[src/rtl/pipe_hazard_pkg.sv]
// Shared types for the hazard unit: scoreboard entry, EX source record, match helper.
// Forward-select encoding: 0 = register file, k = stage k, FWD_STAGES+1 = retire buffer.
package pipe_hazard_pkg;

  // Scoreboard address field is fixed-width; instantiations must keep AREG_W <= SB_AW_W.
  localparam int SB_AW_W = 8;

  typedef struct packed {
    logic               valid;
    logic               wr_en;
    logic [SB_AW_W-1:0] aw;
    logic               is_load;
  } sb_entry_t;

  typedef struct packed {
    logic [SB_AW_W-1:0] rs;
    logic [SB_AW_W-1:0] rt;
    logic               use_rs;
    logic               use_rt;
  } ex_src_t;

  localparam sb_entry_t SB_BUBBLE   = '0;
  localparam ex_src_t   EX_SRC_NONE = '0;

  // SEL_W = $clog2(FWD_STAGES+2), evaluated per instance.
  function automatic int sel_w(input int fwd_stages);
    return $clog2(fwd_stages + 2);
  endfunction

  function automatic logic sb_match(input sb_entry_t e, input logic [SB_AW_W-1:0] r);
    return e.valid && e.wr_en && (e.aw == r) && (r != '0);
  endfunction

endpackage

[src/rtl/pipe_hazard_unit_fwd_mux.sv]
// Per-operand forwarding: youngest matching stage wins, retire buffer last, else regfile.
// Purely combinational.
module fwd_mux
  import pipe_hazard_pkg::*;
#(
  parameter int DATA_W     = 32,
  parameter int FWD_STAGES = 2,
  parameter int SEL_W      = 2,
  parameter bit RB_EN      = 1'b0
) (
  input  logic [SB_AW_W-1:0]           src,
  input  logic                         use_src,
  input  sb_entry_t                    stg_ent [FWD_STAGES],
  input  logic [FWD_STAGES*DATA_W-1:0] stg_data,
  input  logic                         rb_vld,
  input  logic [SB_AW_W-1:0]           rb_aw,
  input  logic [DATA_W-1:0]            rb_dat,
  input  logic [DATA_W-1:0]            rf_dat,
  output logic [DATA_W-1:0]            dat
);

  logic [SEL_W-1:0] sel;

  // Scan oldest to youngest so the youngest match overwrites the selection.
  always_comb begin
    sel = '0;
    if (use_src) begin
      if (RB_EN && rb_vld && (rb_aw == src) && (src != '0)) begin
        sel = SEL_W'(FWD_STAGES + 1);
      end
      for (int k = FWD_STAGES; k >= 1; k--) begin
        if (sb_match(stg_ent[k-1], src)) begin
          sel = SEL_W'(k);
        end
      end
    end
  end

  always_comb begin
    dat = rf_dat;
    if (sel == SEL_W'(FWD_STAGES + 1)) begin
      dat = rb_dat;
    end else begin
      for (int k = 1; k <= FWD_STAGES; k++) begin
        if (sel == SEL_W'(k)) begin
          dat = stg_data[(k-1)*DATA_W +: DATA_W];
        end
      end
    end
  end

endmodule

[src/rtl/pipe_hazard_unit.sv]
// Hazard unit: issue/stall decision, load-use scoreboard and EX operand forwarding.
// Optional retire-buffer bypass enabled by defining PIPE_HAZARD_RETIRE_BYPASS_EN.
module pipe_hazard_unit
  import pipe_hazard_pkg::*;
#(
  parameter int DATA_W     = 32,
  parameter int AREG_W     = 5,
  parameter int FWD_STAGES = 2,
  parameter int LOAD_STAGE = 2
) (
  input  logic                         clk,
  input  logic                         rst_n,
  input  logic                         id_valid,
  input  logic [AREG_W-1:0]            id_rs,
  input  logic [AREG_W-1:0]            id_rt,
  input  logic                         id_use_rs,
  input  logic                         id_use_rt,
  input  logic                         id_wr_en,
  input  logic [AREG_W-1:0]            id_aw,
  input  logic                         id_is_load,
  input  logic                         flush,
  input  logic [DATA_W-1:0]            ex_rf_rs,
  input  logic [DATA_W-1:0]            ex_rf_rt,
  input  logic [FWD_STAGES*DATA_W-1:0] stg_data,
  output logic                         stall,
  output logic                         issue,
  output logic [DATA_W-1:0]            ex_rs_data,
  output logic [DATA_W-1:0]            ex_rt_data,
  output logic [31:0]                  stall_cnt
);

  localparam int SEL_W = sel_w(FWD_STAGES);

  sb_entry_t          sb_q [FWD_STAGES+1];
  sb_entry_t          sb_d [FWD_STAGES+1];
  sb_entry_t          sb_fwd [FWD_STAGES];
  ex_src_t            ex_src_q, ex_src_d;
  logic [31:0]        stall_cnt_q, stall_cnt_d;
  logic [SB_AW_W-1:0] id_rs_x, id_rt_x, id_aw_x;
  logic               load_hit;

  assign id_rs_x = SB_AW_W'(id_rs);
  assign id_rt_x = SB_AW_W'(id_rt);
  assign id_aw_x = SB_AW_W'(id_aw);

  // A load at stage s reaches s+1 when the consumer enters EX; it must be at LOAD_STAGE by then.
  always_comb begin
    load_hit = 1'b0;
    for (int s = 0; s <= FWD_STAGES; s++) begin
      if ((s + 1 < LOAD_STAGE) && sb_q[s].is_load) begin
        if ((id_use_rs && sb_match(sb_q[s], id_rs_x)) ||
            (id_use_rt && sb_match(sb_q[s], id_rt_x))) begin
          load_hit = 1'b1;
        end
      end
    end
  end

  assign stall     = id_valid & ~flush & load_hit;
  assign issue     = id_valid & ~stall & ~flush;
  assign stall_cnt = stall_cnt_q;

  always_comb begin
    for (int k = 1; k <= FWD_STAGES; k++) begin
      sb_d[k] = sb_q[k-1];
    end
    sb_d[0]  = SB_BUBBLE;
    ex_src_d = EX_SRC_NONE;
    if (issue) begin
      sb_d[0]  = '{valid: 1'b1, wr_en: id_wr_en, aw: id_aw_x, is_load: id_is_load};
      ex_src_d = '{rs: id_rs_x, rt: id_rt_x, use_rs: id_use_rs, use_rt: id_use_rt};
    end
    stall_cnt_d = stall_cnt_q;
    if (stall && (stall_cnt_q != '1)) begin
      stall_cnt_d = stall_cnt_q + 32'd1;
    end
  end

  always_ff @(posedge clk or negedge rst_n) begin
    if (!rst_n) begin
      for (int k = 0; k <= FWD_STAGES; k++) begin
        sb_q[k] <= SB_BUBBLE;
      end
      ex_src_q    <= EX_SRC_NONE;
      stall_cnt_q <= '0;
    end else begin
      for (int k = 0; k <= FWD_STAGES; k++) begin
        sb_q[k] <= sb_d[k];
      end
      ex_src_q    <= ex_src_d;
      stall_cnt_q <= stall_cnt_d;
    end
  end

  always_comb begin
    for (int j = 0; j < FWD_STAGES; j++) begin
      sb_fwd[j] = sb_q[j+1];
    end
  end

  logic               rb_vld;
  logic [SB_AW_W-1:0] rb_aw;
  logic [DATA_W-1:0]  rb_dat;

`ifdef PIPE_HAZARD_RETIRE_BYPASS_EN
  localparam bit RB_EN = 1'b1;

  logic               rb_vld_q, rb_vld_d;
  logic [SB_AW_W-1:0] rb_aw_q, rb_aw_d;
  logic [DATA_W-1:0]  rb_dat_q, rb_dat_d;

  // Holds the writer leaving the last stage for one cycle, covering a read-old regfile.
  always_comb begin
    rb_vld_d = sb_q[FWD_STAGES].valid & sb_q[FWD_STAGES].wr_en;
    rb_aw_d  = sb_q[FWD_STAGES].aw;
    rb_dat_d = stg_data[(FWD_STAGES-1)*DATA_W +: DATA_W];
  end

  always_ff @(posedge clk or negedge rst_n) begin
    if (!rst_n) begin
      rb_vld_q <= 1'b0;
      rb_aw_q  <= '0;
      rb_dat_q <= '0;
    end else begin
      rb_vld_q <= rb_vld_d;
      rb_aw_q  <= rb_aw_d;
      rb_dat_q <= rb_dat_d;
    end
  end

  assign rb_vld = rb_vld_q;
  assign rb_aw  = rb_aw_q;
  assign rb_dat = rb_dat_q;
`else
  localparam bit RB_EN = 1'b0;

  assign rb_vld = 1'b0;
  assign rb_aw  = '0;
  assign rb_dat = '0;
`endif

  fwd_mux #(
    .DATA_W(DATA_W), .FWD_STAGES(FWD_STAGES), .SEL_W(SEL_W), .RB_EN(RB_EN)
  ) u_fwd_rs (
    .src(ex_src_q.rs), .use_src(ex_src_q.use_rs), .stg_ent(sb_fwd), .stg_data(stg_data),
    .rb_vld(rb_vld), .rb_aw(rb_aw), .rb_dat(rb_dat), .rf_dat(ex_rf_rs), .dat(ex_rs_data)
  );

  fwd_mux #(
    .DATA_W(DATA_W), .FWD_STAGES(FWD_STAGES), .SEL_W(SEL_W), .RB_EN(RB_EN)
  ) u_fwd_rt (
    .src(ex_src_q.rt), .use_src(ex_src_q.use_rt), .stg_ent(sb_fwd), .stg_data(stg_data),
    .rb_vld(rb_vld), .rb_aw(rb_aw), .rb_dat(rb_dat), .rf_dat(ex_rf_rt), .dat(ex_rt_data)
  );

endmodule

[config.mk]
export PLATFORM = sky130hd
export DESIGN_NAME = pipe_hazard_unit
export DESIGN_NICKNAME = d
export VERILOG_FILES = /design/src/rtl/pipe_hazard_pkg.sv /design/src/rtl/pipe_hazard_unit_fwd_mux.sv /design/src/rtl/pipe_hazard_unit.sv
export SDC_FILE = /design/constraint.sdc
export NUM_CORES = 1
export LEC_CHECK = 0
export BUFFER_PORTS_ARGS = -buffer_cell sky130_fd_sc_hd__buf_2
export CORE_ASPECT_RATIO = 0.75
export CORE_UTILIZATION = 45
export DETAILED_ROUTE_END_ITERATION = 10
export PLACE_DENSITY_LB_ADDON = 0.25
export SETUP_SLACK_MARGIN = 0.1
export SYNTH_ARGS = -nofsm -noshare
export SYNTH_HDL_FRONTEND = slang
export SYNTH_SLANG_ARGS = --single-unit
[constraint.sdc]
create_clock -name clk -period 3.7 [get_ports clk]
set_clock_uncertainty 0.15 [all_clocks]
set_input_delay 0.925 -clock clk [delete_from_list [all_inputs] [get_ports clk]]
set_output_delay 0.925 -clock clk [all_outputs]
set_load 0.03 [all_outputs]
==> impl_metrics.ini, run 1 <==
[clock_tree]
path_clk_slew_ns = 0.05
cts_root_buffer = clkbuf_16
holdBufCountCts = 0
cts_tree = built
cts_buffers = 9
h-tree-depth = 3
cts_sinks = 66
clock_latency_ns = 0.33
cts_max_path_buffers = 2

[die]
io_pins = 249
die_h_um = 87.4
die_w_um = 116
core_um2 = 9230
start_util = 0.474
die-area_um2 = 10100
num_rows = 30

[setup_path]
reg2reg_depth = 6
reg2reg_from = stall_cnt[2]
cp-start-kind = flip-flop
critPathArrivalTime_ns = 2.48
r2r-end = stall_cnt[31]
worstSetupPathType = reg2out
end_kind = output port
crit_required_ns = 2.62
critPathLaunch = ex_src_q[3]
crit_end = ex_rt_data[17]
ff2ff_setup_slack_ns = 1.15
crit_fanout = 16

[sta]
fin_crit_ns = 3.56
setup_ws_ns = 0.142
worstMarginPinSlew_ns = 0.558
post-route-period-util = 0.962
max_clock_freq_ghz = 0.281
setup_viol = 0
relSlewSlack = 0.625
slew_viol_final = 0
fin_setup_tns_ns = 0
hold_violations = 0
rsz0062_at_grt = true
whs_ns = 0.231

[global_route]
antenna_found_initial = 0
grt_pass1_vias = 4468
grt_pass1_wl_mm = 22.1
grtUsageTotal = 0.284
grt_max_degree = 65
grt.overflow.total = 0

[yosys]
synth_fp_nets = 641
ys_seq_area_frac = 0.378
syn_area_um2 = 4370
synth-seq-cells = 66
yosysUniqueCellTypes = 35
avgSynthCellArea_um2 = 8.95
synth_flop_cell = dfrtp_1
ys_warn_count = 0
async_flop_share = 1.00
netlist_instances = 489
synth_edf_count = 0

[outcome]
status = finished, final reports clean

[power_and_ir_drop]
p_total_uw = 1910
power_density_nw_per_um2 = 305
peakVddDrop_mv = 0.259
p_leak_uw = 0.00353

[route]
drc = 0
ant_nets = 0
routed_wl_mm = 15.2
wl_per_cell_um = 17.4
drt_iter0_drc = 376
via_count = 4673
first_pass_iters = 5
viasPerCell = 5.35

[finish]
fillers = 802
finalNetCount = 894
antenna_cells = 0
multi_input_area_um2 = 2590
final_area_um2 = 6270
area.growth.synth_to_final_pct = 43.2
drive_gt1_frac = 0.399
seq_area_um2 = 1650

[place]
numPortBuffers = 248
dp_hpwl_mm = 10.7
dp_slack_ns = 0.316
place_congestion = 0.915
place_area_um2 = 5740

[hold_path]
min_path_type = reg2reg

[run]
drv_cap = 0
==> critical path, stage by stage, from the launching register on <==
cell and delay (ns):
dfrtp_1 0.42, or4_4 0.56, nor2_4 0.12, buf_4 0.13, nor4_4 0.04, buf_4 0.15, bufbuf_16 0.28, o21ai_0 0.20
buf_2 0.24
==> registers in the layout (all words and copies together), names as in the netlist <==
name and count:
ex_src_q 12, sb_d 15, sb_fwd 7, stall_cnt 32
==> worst min-delay path by stage <==
stage            endpoint  cells after the start     start  slack, ns
2_1_floorplan   sb_fwd[9]                      0   sb_d[9]       0.20
3_3_place_gp   sb_fwd[10]                      0  sb_d[10]       0.21
3_5_place_dp    sb_fwd[9]                      0   sb_d[9]       0.22
4_1_cts         sb_fwd[9]                      0   sb_d[9]       0.23
5_1_grt        sb_fwd[10]                      0  sb_d[10]       0.25
6_report        sb_fwd[9]                      0   sb_d[9]       0.23
==> kinds of logic (layout without fill, tap and decap cells) <==
family | after synthesis | in the layout | share of synthesized area
muxes | 66 | 66 | 0.152
DFF | 66 | 66 | 0.378
buffers and inverters | 33 | 289 | 0.0403
adders and majority gates | 1 | 1 | 0.00286
xor gates and xnor gates | 56 | 56 | 0.112
AOI/OAI and AO/OA | 70 | 70 | 0.0827
and+or+nand+nor | 197 | 197 | 0.233
==> what timing repair did <==
| item | CTS | global route |
|---|---|---|
| endpoints found under the setup margin | 32 | 45 |
| pin swaps | 1 | 3 |
| buffers inserted | 3 | 3 |
| cloned | 3 | 3 |
| gates resized for setup | 2 | 22 |
==> cell type report <==
type	count	area share
multi-input cells	390	0.413
flip-flops and latches	66	0.264
repair buffers	268	0.247
clock buffers	11	0.0403
well taps	128	0.0256
clock inverters	3	0.00639
inverters	7	0.00419
==> per-stage QoR <==
step                 util  cells
global placement    0.622    847
global route        0.679    873
CTS                 0.664    867
detailed placement  0.622    847
finish              0.679    873
floorplan               -    489
==> cells in the mapped netlist (2+ instances only) <==
| library cell | n | area [µm²] |
|---|---|---|
| nor2_1 | 40 | 150 |
| mux2i_1 | 64 | 641 |
| xor2_1 | 16 | 140 |
| nand2b_1 | 3 | 18.8 |
| nand2_1 | 50 | 188 |
| buf_2 | 6 | 30.0 |
| nand3_1 | 21 | 105 |
| nor3b_1 | 4 | 30.0 |
| a21oi_1 | 33 | 165 |
| nand4_1 | 22 | 138 |
| or4_1 | 2 | 15.0 |
| o21ai_1 | 2 | 10.0 |
| nor3_1 | 4 | 20.0 |
| nor4_1 | 6 | 37.5 |
| and4_1 | 3 | 26.3 |
| and2_1 | 20 | 125 |
| and3_1 | 14 | 87.6 |
| or2_2 | 2 | 12.5 |
| dfrtp_1 | 66 | 1650 |
| mux2_2 | 2 | 22.5 |
| buf_6 | 6 | 67.6 |
| o21ai_0 | 32 | 160 |
| inv_1 | 7 | 26.3 |
| clkbuf_1 | 14 | 52.6 |
| xnor2_1 | 40 | 350 |
==> report_power, final <==
part           switching (µW)  internal (µW)
clock network             281            547
logic                     191            137
registers                16.9            738
total                     489           1420
==> routing by layer <==
layer / GRT usage / share of wire / wire, µm
met1: 0.347 / 0.40 / 6110
met2: 0.478 / 0.48 / 7320
met3: 0.0710 / 0.091 / 1380
met4: 0.121 / 0.024 / 370
met5: 0 / 0 / 0
==> cells in the final DEF (no fill, tap or decap), drive strengths merged, types with 2 or more instances in the layout <==
cell type and n:
clkinv 2, or2 2, nor3b 4, mux2 2
nor3 4, xnor2 40, dfrtp 66, nor2 41
mux2i 64, and2 20, nand2b 3, nand4 22
nor4 8, buf 264, or4 2, o21ai 34
inv 7, nand2 50, and4 3, xor2 16
a21oi 33, clkbuf 14, nand3 21, and3 14
No activity file was read; power rests on OpenSTA's default activity.
==> run 2, diff against run 1 <==
ABC_CLOCK_PERIOD_IN_PS = 3700   (was default)
CORE_ASPECT_RATIO = 1.4   (was 0.75)
HOLD_SLACK_MARGIN = 0.03   (was default)
==> run 2 against run 1 <==
Via count is 0.68% higher. Cell count is 1.3% lower. Combinational power hardly changed. Total power is 2.6% lower. Flip-flop and latch count stayed put. Count of clock-buffer cells in the layout stayed put. Critical path depth stayed put. Non-clock buffer count is 1 lower. Sequential share of layout area is 0.27 points higher. Largest cell class unchanged. Highest routed layer is now met5.
==> impl_metrics.ini, run 2 (synthesis gave the netlist of run 1 again) <==
[outcome]
status = finished, final reports clean

[sta]
post-route-period-util = 0.951
hold_violations = 0
setup_viol = 0
rsz0062_at_grt = false
whs_ns = 0.225
relSlewSlack = 0.520
worstMarginPinSlew_ns = 0.714
fin_setup_tns_ns = 0
setup_ws_ns = 0.183
fin_crit_ns = 3.52
max_clock_freq_ghz = 0.284
slew_viol_final = 0

[power_and_ir_drop]
p_leak_uw = 0.00350
power_density_nw_per_um2 = 300
peakVddDrop_mv = 0.342

[die]
start_util = 0.462
die-area_um2 = 10100
die_h_um = 119
core_um2 = 9460
io_pins = 249
die_w_um = 85.3
num_rows = 42

[setup_path]
crit_chain = or4_4, nor2_4, buf_4, nor4_4, buf_4, bufbuf_16, o21ai_0, buf_2
critPathTopFamily = buffers and inverters
crit_fanout = 22
critPathArrivalTime_ns = 2.44
end_kind = output port
critPathMaxStageDelay_ns = 0.56
crit_required_ns = 2.62
worst_path_most_repeated_cell = buf_4
critPathSlowestCell = or4_4
critPathBufInv = 4
worstSetupPathType = reg2out
cp-start-kind = flip-flop

[global_route]
grt.overflow.total = 0
grtUsageTotal = 0.281
antenna_found_initial = 9
grt_pass1_vias = 4531
grt_max_degree = 50
grt_pass1_wl_mm = 22.0

[run]
drv_cap = 0

[route]
viasPerCell = 5.46
first_pass_iters = 4
wl_per_cell_um = 16.9
routed_wl_mm = 14.6
drc = 0
drt_iter0_drc = 146
via_count = 4705
ant_nets = 0

[finish]
final_cell_count_no_fill = 862
area.growth.synth_to_final_pct = 41.8
drive_gt1_frac = 0.398
final_area_um2 = 6200
largest_reg_flops = 32
multi_input_area_um2 = 2590
final_cell_mix = buf_2, dfrtp_1, mux2i_1, nand2_1, xnor2_1
seq_area_um2 = 1650
fillers = 820
final_common_cell = buf_2
finalNetCount = 893

[place]
numPortBuffers = 248
dp_hpwl_mm = 11.0
place_congestion = 0.943
dp_cells = 831
place_area_um2 = 5730
dp_slack_ns = 0.330

[clock_tree]
h-tree-depth = 3
cts_root_buffer = clkbuf_16
cts_buffers = 9
cts_sinks = 66
cts_max_path_buffers = 2
cts_tree = built
path_clk_slew_ns = 0.05
clock_latency_ns = 0.33

[hold_path]
min_path_type = reg2reg
run 2: cell types whose count changed in the layout (fill, tap and decap cells not counted), sizes merged:
cell      change
clkinv        -1
bufinv        -1
clkinvlp      +2
buf           -1
diode         +6
inv           +2
run 2: layer usage:
layer	track usage	part of all wire	up-vias
met2	0.462	0.48	221
met5	0	0.0031	-
met1	0.310	0.38	2192
met4	0.159	0.048	6
met3	0.105	0.088	55
li1	-	-	2231
run 2: repair_timing:
item                                    4_1_cts  5_1_grt
hold buffers                                  0        0
gates cloned                                  1        2
gates resized for setup                       5       19
endpoints found under the setup margin       28       56
setup buffers                                 2        4
pin swaps                                     1        4
run 2: final timing paths:
path                                   start        endpoint  slack [ns]  cells past startpoint
worst max-delay path             ex_src_q[3]  ex_rt_data[29]        0.18                      8
worst min-delay path                 sb_d[9]       sb_fwd[9]        0.22                      0
worst max register to register  stall_cnt[2]   stall_cnt[31]        1.24                      6
worst min register to register       sb_d[9]       sb_fwd[9]        0.22                      0
max in group asynchronous              rst_n         sb_d[5]        2.18                      2
min in group asynchronous              rst_n    stall_cnt[2]        0.48                      1
run 2: cell type report:
type / count / area share
Sequential cell: 66 / 0.266
Clock inverter: 5 / 0.00605
Timing Repair Buffer: 267 / 0.242
Antenna cell: 6 / 0.00242
Tap cell: 110 / 0.0222
Multi-Input combinational cell: 390 / 0.417
Clock buffer: 11 / 0.0391
Inverter: 7 / 0.00424
run 2: power by group:
group	total [µW]	internal (µW)	switching, µW
Sequential	752	737	15.2
Clock	780	474	306
Combinational	330	140	190
Total	1860	1350	511
run 2: per-stage QoR:
step / utilization / power, µW
after floorplan: - / 918
after global placement: 0.606 / 1080
after detailed placement: 0.606 / 1080
after CTS: 0.642 / 1870
after global routing: 0.655 / 1940
final: 0.656 / 1860
